==> config.mk <==
export PLATFORM = sky130hd
export DESIGN_NAME = sweep_idx_ctr
export DESIGN_NICKNAME = d
export VERILOG_FILES = /design/src/rtl/sweep_idx_ctr.sv
export SDC_FILE = /design/constraint.sdc
export NUM_CORES = 1
export LEC_CHECK = 0
export ABC_AREA = 0
export CORE_AREA = 2 2 39 41
export CTS_CLUSTER_SIZE = 8
export DETAILED_ROUTE_END_ITERATION = 8
export DIE_AREA = 0 0 41 43
export SYNTH_ARGS = -nofsm -noshare
export SYNTH_HDL_FRONTEND = slang
export SYNTH_SLANG_ARGS = --single-unit
export TNS_END_PERCENT = 10
==> constraint.sdc <==
create_clock -name clk -period 1.5 [get_ports clk]
set_input_delay 0.3 -clock clk [delete_from_list [all_inputs] [get_ports clk]]
set_output_delay 0.3 -clock clk [all_outputs]
set_load 0.02 [all_outputs]
==> src/rtl/sweep_idx_ctr.sv <==
// ---------------------------------------------------------------------------
// sweep_idx_ctr
//
// Purpose:
//   Sample index for the exhaustive operand sweep. The index encodes the
//   expected operand pair: upper WIDTH bits are operand a (outer loop),
//   lower WIDTH bits are operand b (inner loop).
//
// Ports:
//   clk    in  1         rising-edge clock
//   rst    in  1         synchronous active-high reset
//   clear  in  1         force the index back to zero (start of a sweep)
//   inc    in  1         advance the index by one (one accepted sample)
//   idx    out 2*WIDTH   current sample index
//   last   out 1         idx is at the final sweep position (all ones)
// ---------------------------------------------------------------------------
module sweep_idx_ctr #(
    parameter int WIDTH = 4
) (
    input  logic                 clk,
    input  logic                 rst,
    input  logic                 clear,
    input  logic                 inc,
    output logic [2*WIDTH-1:0]   idx,
    output logic                 last
);

    localparam int IW = 2 * WIDTH;

    // Clear wins over increment; the wrap from all-ones back to zero is the
    // natural overflow of the counter and is harmless because the index is
    // not consulted once the sweep has finished.
    always_ff @(posedge clk) begin
        if (rst) begin
            idx <= '0;
        end else if (clear) begin
            idx <= '0;
        end else if (inc) begin
            idx <= idx + IW'(1);
        end
    end

    assign last = (idx == {IW{1'b1}});

endmodule

==> results of run 1 <==
-- critical path, cell delays in order, from the launching register on --
cell and delay, ps:
dfxtp_1 330, ha_1 170, nand3_1 80, nor2_1 80
buf_2 160
-- final cells by class --
| cell class | instances | share of cell area, % |
|---|---|---|
| timing repair buffer | 24 | 33.5 |
| multi-input combinational | 30 | 31.8 |
| sequential | 8 | 27.5 |
| clock buffer | 3 | 3.86 |
| tap | 16 | 3.43 |
-- kinds of logic (layout without fill, tap and decap cells) --
group | count (synthesis) | in the layout | synth area share [%]
buf+inv | 2 | 27 | 2.47
mux | 1 | 1 | 2.83
simple gates | 18 | 18 | 27.6
flops | 8 | 8 | 45.2
fa+ha+maj | 1 | 1 | 3.53
compound gates | 6 | 6 | 8.48
xor+xnor | 4 | 4 | 9.90
-- power groups by stage --
stage          clock, mW  sequential (mW)  combinational [mW]
2_1_floorplan          0            0.224              0.0122
3_3_place_gp           0            0.220              0.0355
3_5_place_dp           0            0.220              0.0356
4_1_cts            0.167            0.216              0.0345
5_1_grt            0.183            0.215              0.0371
6_report           0.162            0.216              0.0342
-- cell usage after synthesis --
cell,instances
dfxtp_1,8
nor2_1,6
a21oi_1,3
nand3_1,3
nand4_1,3
o21ai_0,3
or3_1,3
xor2_1,3
buf_2,1
clkbuf_1,1
ha_1,1
mux2i_1,1
nand2_1,1
nand4_2,1
or2_2,1
xnor2_1,1
-- routing by layer --
| layer | vias up | wire length, um | track usage (%) | share of wire (%) |
|---|---|---|---|---|
| met5 | - | 0 | 0 | 0 |
| met4 | 0 | 0 | 10.0 | 0 |
| met3 | 0 | 36 | 1.57 | 4.4 |
| met2 | 10 | 385 | 17.5 | 47 |
| met1 | 176 | 393 | 17.4 | 48 |
| li1 | 192 | - | - | - |
-- per-stage QoR --
stage	hold slack, ps	setup TNS (ps)	util [%]	instance area (um2)
global route	574	0	42.1	583
floorplan	570	0	-	354
detailed placement	498	-60.8	41.6	576
CTS	502	0	42.6	589
finish	499	0	42.1	583
global placement	486	-40.2	41.6	576
-- path summary, 6_finish.rpt --
kind / slack (ps) / depth (start not counted) / to / from
worst max-delay path: 120 / 4 / last / idx[0]
worst min-delay path: 500 / 2 / idx[7] / idx[7]
worst max register to register: 320 / 5 / idx[6] / idx[0]
worst min register to register: 500 / 2 / idx[7] / idx[7]
-- timing repair --
action                     in CTS  in global routing
setup endpoints to repair       9                  1
pin swaps                       0                  0
cloned                          0                  0
hold endpoints to repair        0                  0
resized for setup              11                  1
==> flow_summary.yaml, run 1 <==
placed_design:
  place_congestion: 0.747
  dp_slack_ps: -60.8
  dp.cells: 78
  io_buffers: 12
  hpwl_um: 634
floorplanning:
  coreArea_um2: 1380
  io_pins: 13
  die_w_um: 41
  die_area_um2: 1760
  initial_utilization_pct: 25.6
  die_y_um: 43
  rows: 14
detailed_routing:
  drcViolationCount: 0
  vias_per_cell: 4.67
  firstDrtPassIters: 4
  final_antenna_net_count: 0
  via_count: 378
  wl_per_cell_um: 10.1
  routed_wl_um: 815
  drtIter0Drc: 17
layout:
  final_cell_mix: "buf_4 (12), dfxtp_1 (8), dlygate4sd2_1 (8)"
  layoutNonFillerInstCount: 81
  final_common_cell: "buf_4"
  synthToLayoutAreaGrowth_pct: 64.7
  largest_reg_flops: 8
  nFillCells: 146
  largest_registers: "idx (8)"
  layout.nets: 72
  antennaDiodeCount: 0
  multi_input_area_um2: 185
  drive_gt1_share_pct: 27.7
  top_register: "idx"
  regArea_um2: 160
power:
  pwr-share-comb_pct: 8.3
  sequentialPowerShare_pct: 52.3
  power_leakage_nw: 0.275
  power_switching_mw: 0.0873
  power_density_nw_per_um2: 707
  ir_worst_vdd_mv: 0.334
  p_clk_share_pct: 39.4
  intPower_mw: 0.325
  power_mw: 0.412
  p_sw_share_pct: 21.2
synthesis:
  ys_ff_latch: 8
  syn_inst: 40
  synth_cell_types: 16
  synth_top_cell_area_share_pct: 45.2
  syn_area_per_cell_um2: 8.85
  yosysWarnings: 0
  netlist_top_cells_area: "dfxtp_1 (45%), xor2_1 (7.4%), nor2_1 (6.4%), nand4_1 (5.3%), or3_1 (5.3%)"
  syn_area_um2: 354
  ys_seq_area_share_pct: 45.2
  synth_top_cell_by_area: "dfxtp_1"
  syn_nets: 45
outcome:
  status: "completed"
global_routing:
  antenna_found_initial: 0
  gr-total-overflow: 0
  grt.total_usage_pct: 12.9
  grt_pass1_wl_um: 1520
  grt_start_max_net_pins: 9
  grt_pass1_vias: 385
setup_path:
  arrival_ps: 1080
  cp-start-kind: "flop"
  path_class: "reg2out"
  crit_path_end_kind: "output pin"
  crit_required_ps: 1200
  critPathMaxFanout: 2
timing:
  max_freq_mhz: 726
  finalMaxSlewViolations: 0
  period_needed_ps: 1380
  final_hold_viol_count: 0
  finalCritPeriodShare_pct: 91.9
  finClkSkew_ps: 1.72
  worstMarginPinSlew_ps: 213
  slew_headroom_pct: 85.8
  rsz0062_at_grt: "no"
  setup_viol: 0
  setup_slack_ps: 122
clocking:
  cts-hold-fix-buffers: 0
  numCtsBuffers: 3
  clock-sinks: 8
  clk_path_buf_depth: 2
  clock_latency_ps: 250
  postCtsSetupBuffers: 0
  tritoncts: "done"
  clkSlewWorstSetupHoldPaths_ps: 50
  cts.htree.levels: 1
  cts_root_buffer: "clkbuf_4"
flow_run:
  cap_viol_max_count: 0
hold_path:
  hp-class: "reg2reg"
Note: power is estimated with default switching activity, not from simulation.
==> run 2, diff against run 1 <==
==> constraint.sdc (replaced) <==
create_clock -name clk -period 1.5 [get_ports clk]
set_input_delay 0.3 -clock clk [delete_from_list [all_inputs] [get_ports clk]]
set_output_delay 0.3 -clock clk [all_outputs]
set_load 0.01 [all_outputs]
==> run 2 against run 1 <==
Clock skew fell by 0.52 ps. Critical path depth did not move. Worst setup slack improved by 34 ps. Register-to-register slack barely moved. Final cell count fell by 1.2%. Fmax rose by 2.5%. Routed wire length fell by 0.86%. Clock power barely moved. Critical path type unchanged. Highest routed layer unchanged.
==> flow_summary.yaml, run 2 (same netlist as run 1, synthesis figures left out) <==
power:
  power_density_nw_per_um2: 699
  ir_worst_vdd_mv: 0.347
  power_leakage_nw: 0.296
global_routing:
  gr-total-overflow: 0
  grt_start_max_net_pins: 9
  grt_pass1_vias: 352
  grt.total_usage_pct: 12.0
  grt_pass1_wl_um: 1420
  antenna_found_initial: 0
hold_path:
  min_from: "idx[7]"
  hp-class: "reg2reg"
layout:
  synthToLayoutAreaGrowth_pct: 64.7
  final_common_cell: "buf_4"
  nFillCells: 155
  drive_gt1_share_pct: 26.6
  top_register: "idx"
  largest_registers: "idx (8)"
  antennaDiodeCount: 0
  layout.nets: 71
  fin_area_um2: 583
  largest_reg_flops: 8
  regArea_um2: 160
  final_cell_mix: "buf_4 (11), dfxtp_1 (8), nor2_1 (6), dlygate4sd2_1 (6)"
  multi_input_area_um2: 185
timing:
  setup_viol: 0
  rsz0062_at_grt: "no"
  setup_tns_ps: 0
  finalMaxSlewViolations: 0
  slew_headroom_pct: 87.8
  finalCritPeriodShare_pct: 89.6
  finClkSkew_ps: 1.20
  max_freq_mhz: 744
  period_needed_ps: 1340
  worstMarginPinSlew_ps: 183
  final_hold_viol_count: 0
floorplanning:
  die_w_um: 41
  rows: 14
  die_area_um2: 1760
  die_y_um: 43
  io_pins: 13
  coreArea_um2: 1380
  initial_utilization_pct: 25.6
setup_path:
  arrival_ps: 1040
  critPathMaxFanout: 2
  crit_start: "idx[0]"
  cp-start-kind: "flop"
  crit_required_ps: 1200
  path_class: "reg2out"
  r2r_start: "idx[5]"
  crit_path_end_kind: "output pin"
placed_design:
  placed_area_um2: 568
  hpwl_um: 619
  io_buffers: 12
  place_congestion: 0.737
detailed_routing:
  routed_wl_um: 808
  wl_per_cell_um: 10.1
  drcViolationCount: 0
  vias_per_cell: 4.46
  firstDrtPassIters: 4
  drtIter0Drc: 2
  via_count: 357
  final_antenna_net_count: 0
clocking:
  clock_latency_ps: 250
  clk_path_buf_depth: 2
  clock-sinks: 8
  cts_root_buffer: "clkbuf_4"
  numCtsBuffers: 3
  cts.htree.levels: 1
  clkSlewWorstSetupHoldPaths_ps: 50
  tritoncts: "done"
  cts-hold-fix-buffers: 0
outcome:
  status: "completed"
flow_run:
  cap_viol_max_count: 0
run 2: cell count changes in the layout (fill, tap and decap cells not counted), sizes merged:
cell / delta
buf: -2
clkbuf: +1
dlygate4sd2: -2
dlymetal6s2s: +2
run 2: final timing paths:
check | endpoint | slack, ps | depth (start not counted)
worst max-delay path | last | 160 | 4
worst min-delay path | idx[7] | 500 | 2
worst max register to register | idx[7] | 310 | 4
worst min register to register | idx[7] | 500 | 2
run 2: per-stage QoR:
| step | hold slack, ps | power, mW | std cells | worst slack (ps) | util (%) |
|---|---|---|---|---|---|
| floorplan | 515 | 0.235 | 40 | 272 | - |
| global placement | 488 | 0.254 | 77 | 12.6 | 41.0 |
| detailed placement | 499 | 0.254 | 77 | -23.2 | 41.0 |
| CTS | 506 | 0.416 | 80 | 8.71 | 42.0 |
| global route | 534 | 0.436 | 80 | 32.2 | 42.1 |
| finish | 500 | 0.408 | 80 | 156 | 42.1 |
run 2: where the power goes:
part	internal [mW]	switching [mW]
combinational	0.0189	0.0133
clock	0.0913	0.0687
sequential	0.215	0.000987
total	0.325	0.0830
run 2: routing by layer:
layer / wire (um) / GRT usage (%) / vias to the layer above
met5: 0 / 0 / -
met4: 0 / 10.0 / 0
met3: 41 / 1.57 / 0
met2: 386 / 15.3 / 10
met1: 380 / 17.0 / 157
li1: - / - / 190
run 2: layout make-up:
| class | count | area share, % |
|---|---|---|
| Sequential cell | 8 | 27.5 |
| Timing Repair Buffer | 23 | 33.5 |
| Clock buffer | 3 | 3.86 |
| Tap cell | 16 | 3.43 |
| Multi-Input combinational cell | 30 | 31.8 |
run 2: repair_timing:
item                                   CTS  global route
setup endpoints to repair                7             3
buffers inserted                         0             0
gates resized for setup                  7             4
endpoints found under the hold margin    0             0
run 2: critical path, cell delays in order, from the launching register on:
cell and delay (ps):
dfxtp_1 330, ha_1 170, nand3_1 80, nor2_1 80, clkbuf_2 130
